### src/rtl/lc3b_ctrl_fsm.sv
// rtl/lc3b_ctrl_fsm.sv - LC-3b control microsequencer with memory-wait timeout and illegal-opcode trap
`timescale 1ns/1ps
module lc3b_ctrl_fsm #(
    parameter int STATE_W      = 6,
    parameter int MEM_TIMEOUT  = 15,
    parameter int TRAP_ILLEGAL = 1
) (
    input  logic               clk,
    input  logic               reset,
    input  logic [15:0]        IR,
    input  logic               R,
    input  logic               BEN,
    output logic [STATE_W-1:0] stateID,
    output logic               mem_en,
    output logic               mem_we,
    output logic               ld_ir,
    output logic               err_timeout,
    output logic               err_illegal
);

    typedef enum logic [5:0] {
        S_BR        = 6'd0,
        S_ADD       = 6'd1,
        S_JSR       = 6'd4,
        S_AND       = 6'd5,
        S_LDW       = 6'd6,
        S_STW       = 6'd7,
        S_XOR       = 6'd9,
        S_JMP       = 6'd12,
        S_LEA       = 6'd14,
        S_STW_MEM   = 6'd16,
        S_FETCH0    = 6'd18,
        S_FETCH1    = 6'd19,
        S_JSR_R     = 6'd20,
        S_JSR_I     = 6'd21,
        S_BR_T      = 6'd22,
        S_STW_ADDR  = 6'd23,
        S_LDW_MEM   = 6'd25,
        S_LDW_WB    = 6'd27,
        S_DECODE    = 6'd32,
        S_FETCH_MEM = 6'd33,
        S_LD_IR     = 6'd35,
        S_ERR       = 6'd63
    } state_t;

    // Width stays at least 1 so a disabled timeout still yields a legal counter.
    localparam int CW = (MEM_TIMEOUT > 0) ? $clog2(MEM_TIMEOUT + 1) : 1;
    localparam logic [CW-1:0] TLIM = CW'((MEM_TIMEOUT > 0) ? MEM_TIMEOUT - 1 : 0);

    state_t        state;
    state_t        nxt;
    logic [CW-1:0] cnt;
    logic          in_wait;
    logic          to_timeout;
    logic          illegal;
    logic          unused_ir;

    assign unused_ir = ^IR[10:0];
    assign stateID   = STATE_W'(state);
    assign in_wait   = (state == S_FETCH_MEM) || (state == S_LDW_MEM) || (state == S_STW_MEM);

    always_comb begin
        nxt        = state;
        to_timeout = 1'b0;
        illegal    = 1'b0;
        case (state)
            S_FETCH0:    nxt = S_FETCH1;
            S_FETCH1:    nxt = S_FETCH_MEM;
            S_FETCH_MEM: if (R) nxt = S_LD_IR;
            S_LD_IR:     nxt = S_DECODE;
            S_DECODE: begin
                case (IR[15:12])
                    4'b0000: nxt = S_BR;
                    4'b0001: nxt = S_ADD;
                    4'b0101: nxt = S_AND;
                    4'b1001: nxt = S_XOR;
                    4'b1110: nxt = S_LEA;
                    4'b1100: nxt = S_JMP;
                    4'b0100: nxt = S_JSR;
                    4'b0110: nxt = S_LDW;
                    4'b0111: nxt = S_STW;
                    default: begin
                        if (TRAP_ILLEGAL != 0) begin
                            nxt     = S_ERR;
                            illegal = 1'b1;
                        end else begin
                            nxt = S_FETCH0;
                        end
                    end
                endcase
            end
            S_BR:        nxt = BEN ? S_BR_T : S_FETCH0;
            S_JSR:       nxt = IR[11] ? S_JSR_I : S_JSR_R;
            S_LDW:       nxt = S_LDW_MEM;
            S_LDW_MEM:   if (R) nxt = S_LDW_WB;
            S_STW:       nxt = S_STW_ADDR;
            S_STW_ADDR:  nxt = S_STW_MEM;
            S_STW_MEM:   if (R) nxt = S_FETCH0;
            S_ADD, S_AND, S_XOR, S_LEA, S_JMP,
            S_BR_T, S_JSR_R, S_JSR_I, S_LDW_WB:
                         nxt = S_FETCH0;
            S_ERR:       nxt = S_ERR;
            default:     nxt = S_FETCH0;
        endcase
        // A ready on the deadline edge still completes the access normally.
        if (in_wait && !R && (MEM_TIMEOUT != 0) && (cnt == TLIM)) begin
            nxt        = S_ERR;
            to_timeout = 1'b1;
        end
    end

    always_ff @(posedge clk or negedge reset) begin
        if (!reset) begin
            state       <= S_FETCH0;
            cnt         <= '0;
            mem_en      <= 1'b0;
            mem_we      <= 1'b0;
            ld_ir       <= 1'b0;
            err_timeout <= 1'b0;
            err_illegal <= 1'b0;
        end else begin
            state <= nxt;
            if (nxt != state)
                cnt <= '0;
            else if (in_wait && !R)
                cnt <= cnt + 1'b1;
            err_timeout <= err_timeout | to_timeout;
            err_illegal <= err_illegal | illegal;
            // Outputs are registered from the next state so they track stateID exactly.
            mem_en <= (nxt == S_FETCH_MEM) || (nxt == S_LDW_MEM) || (nxt == S_STW_MEM);
            mem_we <= (nxt == S_STW_MEM);
            ld_ir  <= (nxt == S_LD_IR);
        end
    end

endmodule

### config.mk
export PLATFORM = sky130hd
export DESIGN_NAME = lc3b_ctrl_fsm
export DESIGN_NICKNAME = d
export VERILOG_FILES = /design/src/rtl/lc3b_ctrl_fsm.sv
export SDC_FILE = /design/constraint.sdc
export NUM_CORES = 1
export LEC_CHECK = 0
export CAP_MARGIN = 20
export CELL_PAD_IN_SITES_DETAIL_PLACEMENT = 0
export CELL_PAD_IN_SITES_GLOBAL_PLACEMENT = 1
export CORE_MARGIN = 1.5
export CORE_UTILIZATION = 29
export CTS_BUF_LIST = sky130_fd_sc_hd__clkbuf_8 sky130_fd_sc_hd__clkbuf_16
export CTS_CLUSTER_SIZE = 12
export DETAILED_ROUTE_END_ITERATION = 8
export PLACE_DENSITY = 0.75
export SETUP_SLACK_MARGIN = 0.4
export SYNTH_ARGS = -nofsm -noshare
export SYNTH_HDL_FRONTEND = slang
export SYNTH_SLANG_ARGS = --single-unit
### constraint.sdc
create_clock -name clk -period 2.7 [get_ports clk]
set_input_delay 0.405 -clock clk [delete_from_list [all_inputs] [get_ports clk]]
set_output_delay 0.405 -clock clk [all_outputs]
set_load 0.01 [all_outputs]
# Word-level counts from Yosys, hierarchy flattened
# Index checks and enable logic that the tools add are counted.
# totals
regBits,15
latchBits,0
ramBits,0
rom_bits,0
input_bits,20
out_inout_bits,11
word_cells,60
n_memories,0
# classes
n_addsub,1
multipliers,0
n_div,0
n_lt_le_gt_ge,0
eq_ne,26
shifts,0
muxes,13
bitwise,2
n_reduce_logical,11
# ops
cell,count
case mux 6 bit (13 select lines),1
case mux 6 bit (9 select lines),1
"equality test 6 x 5 -> 1 bit, second input constant",7
"equality test 6 bit, second input constant",6
2-to-1 mux 6 bit,4
"equality test 6 x 3 -> 1 bit, second input constant",3
"equality test 4 x 3 -> 1 bit, second input constant",4
"equality test 4 bit, second input constant",4
OR reduction 9 bit,1
2-to-1 mux 4 bit,2
zero test 6 bit,1
inequality test 6 bit,1
"adder 4 x 1 -> 4 bit, second input constant",1
"equality test 4 x 1 -> 1 bit, second input constant",1
zero test 4 bit,1
logical OR 1 bit,4
2-to-1 mux 1 bit,4
2-to-1 mux 3 bit,1
logical AND 1 bit,2
OR 1 bit,2
nonzero test 2 bit,1
zero test 1 bit,1

# Longest topological paths before layout
# logic_depth
word_depth,9
ltp_mapped,9
depth_no_buf,9

# Worst setup path after synthesis
# No wires, ideal clock.
# synth_timing
path_type,reg-to-reg
startpoint,"register state[4], in the netlist stateID[4]"
endpoint,register cnt[0]
setup_ns,0.094
arrival_time_ns,1.973
required_ns,2.606
slack_ns,0.633
stages_incl_launch_ff,8
n_path_buf,1
synth_period_minus_slack_ns,2.067
path_cell_list,dfstp_2 > buf_4 > mux2i_1 > nand2_1 > a21o_1 > a2111o_1 > xor2_1 > a211oi_1
# synth_via
elab_chain_cells,8
word_cells_on_any_way,25
cone_classes,eq/ne: 13; mux: 6; reduce/logical: 6
# synth_rtl
item,line,text
from (decl),50,state_t state;
from (signal assigned),122,state <= nxt;
branches (longest 5 deep; another with case mux 6 bit (13 select lines)),n/a,
2-to-1 mux 6 bit (*),106,if (in_wait && !R && (MEM_TIMEOUT != 0) && (cnt == TLIM)) begin
via nxt[1],51,state_t nxt;
inequality test 6 bit (*),123,if (nxt != state)
2-to-1 mux 4 bit or nonzero test 2 bit (tied branches),n/a,
to (signal assigned),126,cnt <= cnt + 1'b1;
to (decl),52,logic [CW-1:0] cnt;
# Mark *: on every way through the listed nets, which the timed path passes.
# A chain may end at the register's enable or synchronous reset.

# Worst setup path in the final report
# Same ends and word-level chain as after synthesis.

==> results_dict.tcl <==
set metrics [dict create \
    crit_required_ps 2860 \
    area_growth_pct 36.4 \
    cts.clk_slew.worst_paths_ps 60 \
    cpLargestDelayFamily "compound AO/OA/AOI/OAI gates" \
    cp_slowest_stage_delay_ps 500 \
    grt.overflow.total 0 \
    m1WireLength_mm 1.77 \
    viasPerCell 5.78 \
    async_reset_ff_share_pct 100 \
    fin_setup_tns_ps 0 \
    finalNonFillerCells 240 \
    final_common_cell "clkdlybuf4s50_1" \
    cp.arrival_ps 2440 \
    synth_edf_count 0 \
    slew_violations 0 \
    pwr-share-clk_pct 10.3 \
    swShare_pct 44.5 \
    power.density_nw_per_um2 959 \
    worst_path_max_delay_cell "dfstp_4" \
    cp_max_fo 8 \
    drt-total-wl_mm 3.92 \
    rsz0062_at_grt "yes" \
    synthesis.nets 177 \
    cts.sink_count 15 \
    die-area_um2 5040 \
    ir_drop_uv 712 \
    status "finished clean" \
    worstSetupStartpointType "flop" \
    critPathBufInv 0 \
    crit_chain "and4b_1, or3_4, o211a_1, a2111o_1, xor2_2, a211oi_2" \
    io_pins 31 \
    fin_crit_ps 2290 \
    syn_area_per_cell_um2 8.65 \
    grt_pass1_vias 1334 \
    fin_worst_skew_ps 0.782 \
    synth-main-ff-cell "dfrtp_1" \
    drt-initial-drc-count 69 \
    p_comb_share_pct 67.6 \
    hpwl_mm 2.69 \
    wl_met2_mm 1.93 \
    ant_nets 0 \
    dp_cells 223 \
    place_area_um2 1570 \
    fin_area_um2 1830 \
    timing.final.crit_share_pct 84.7 \
    ys_types 52 \
    vias 1387 \
    max-cap-violations 0 \
    die_height_um 71.0 \
    drive_gt1_share_pct 26.6 \
    ctsLongestPathBuffers 2 \
    grt_max_degree 17 \
    p_sw_uw 780 \
    leakagePower_nw 0.741 \
    yosysWarnings 0 \
    finalSetupViolCount 0 \
    root_buffer "clkbuf_8" \
    core-area_um2 4410 \
    ys_ff_latch 15 \
    start_util_pct 30.4 \
    fmax_mhz 437 \
    wire_per_inst_um 16.3 \
    drcViolationCount 0 \
    cts.hold.buffers_added 0 \
    wl_met3_um 196 \
    clk_latency_ps 240 \
    top_layer "met4" \
    endpoint_kind "flop" \
    drtPass1Iterations 4 \
    final_cell_mix "clkdlybuf4s50_1 (19), buf_4 (18), nand2_1 (12), dfrtp_1 (9), nor2_1 (8)" \
    internal_power_uw 973 \
    hold_path_class "reg2reg" \
    portBuffers 19 \
    core.rowCount 24 \
    die_w_um 71.0 \
    htreeDepth 1 \
    cts_tree "built" \
    tightest_slew_ps 668 \
    seqPwrFrac_pct 22.1 \
    slew_headroom_pct 55.3 \
    syn_inst 155 \
    hold_viol 0 \
    antenna_found_initial 0 \
    grt_first_pass_wirelength_mm 6.11 \
    synth-seq-area-share_pct 28.2 \
    syn_area_um2 1340 \
    num_antenna_cells 0 \
    fin_nets 211 \
    grt_util_all_layers_pct 14.9 \
    numCtsBuffers 3 \
    gp_congestion 0.838 \
    path_class "reg2reg" \
]
-- registers in the layout (all words and copies together) (netlist names) --
name,flops
cnt,4
err_illegal,1
err_timeout,1
ld_ir,1
mem_en,1
mem_we,1
stateID,6
-- logic make-up (layout without fill, tap and decap cells) --
| group | Yosys count | count (layout) | synth area share, % |
|---|---|---|---|
| compound gates | 42 | 42 | 25.3 |
| flops | 15 | 15 | 28.2 |
| fa+ha+maj | 2 | 2 | 1.87 |
| mux | 2 | 2 | 1.49 |
| xor+xnor | 6 | 6 | 3.92 |
| buf+inv | 14 | 47 | 6.16 |
| simple gates | 74 | 74 | 33.1 |
-- power groups by stage --
| stage | registers, mW | logic [mW] | clock network (mW) |
|---|---|---|---|
| final | 0.387 | 1.18 | 0.181 |
| after global placement | 0.414 | 0.828 | 0 |
| after CTS | 0.386 | 0.997 | 0.182 |
| after global routing | 0.397 | 1.27 | 0.197 |
| after detailed placement | 0.420 | 0.850 | 0 |
| after floorplan | 0.351 | 0.656 | 0 |
-- synth_stat cells, drive strengths merged, types with 3 or more instances --
| master | instances | share of area (%) |
|---|---|---|
| o2111ai | 5 | 3.3 |
| nand3 | 7 | 2.6 |
| buf | 8 | 4.5 |
| a211oi | 5 | 2.8 |
| nand4 | 3 | 1.4 |
| a21oi | 4 | 1.5 |
| nand2b | 3 | 1.4 |
| nand2 | 13 | 3.6 |
| xnor2 | 4 | 2.6 |
| o21ai | 5 | 1.9 |
| nor2b | 4 | 1.9 |
| nor4 | 5 | 2.3 |
| inv | 6 | 1.7 |
| o211ai | 5 | 2.8 |
| and3 | 6 | 2.8 |
| nor2 | 9 | 2.7 |
| dfrtp | 13 | 24 |
| nor3 | 7 | 2.6 |
-- through the flow --
step | utilization [%] | power (mW) | hold slack [ps] | setup WS [ps]
5_1_grt | 41.4 | 1.86 | 510 | 317
6_report | 41.4 | 1.75 | 466 | 413
4_1_cts | 38.7 | 1.56 | 471 | 405
2_1_floorplan | - | 1.01 | 109 | 633
3_5_place_dp | 35.6 | 1.27 | 455 | 195
3_3_place_gp | 35.6 | 1.24 | 452 | 269
-- final timing paths --
check                                            from  slack, ps                     to  depth (start not counted)
worst max-delay path             stateID[4]$_DFF_PN1_        410     cnt[0]$_DFFE_PN0P_                          6
worst min-delay path            err_timeout$_DFF_PN0_        470  err_timeout$_DFF_PN0_                          1
worst max register to register   stateID[4]$_DFF_PN1_        410     cnt[0]$_DFFE_PN0P_                          6
worst min register to register  err_timeout$_DFF_PN0_        470  err_timeout$_DFF_PN0_                          1
max in group asynchronous                       reset       1640   stateID[3]$_DFF_PN0_                          1
min in group asynchronous                       reset        570        ld_ir$_DFF_PN0_                          1
-- routing by layer --
| layer | GRT usage (%) | up-vias |
|---|---|---|
| met4 | 1.68 | 0 |
| met1 | 20.0 | 686 |
| li1 | - | 665 |
| met3 | 2.71 | 2 |
| met5 | 0 | - |
| met2 | 26.0 | 34 |
-- timing repair --
item | CTS | global route
gates resized for setup | 8 | 14
endpoints found under the hold margin | 0 | 0
gates cloned | 0 | 0
endpoints found under the setup margin | 5 | 5
pin swaps | 1 | 2
setup buffers | 8 | 5
-- cell type report --
| cell class | count | area (um2) |
|---|---|---|
| Sequential cell | 15 | 393 |
| Multi-Input combinational cell | 126 | 976 |
| Timing Repair Buffer | 37 | 325 |
| Inverter | 6 | 22.5 |
| Tap cell | 52 | 65.1 |
| Fill cell | 447 | 2590 |
| Clock buffer | 3 | 41.3 |
| Clock inverter | 1 | 5.00 |
Note: power is estimated with default switching activity, not from simulation.
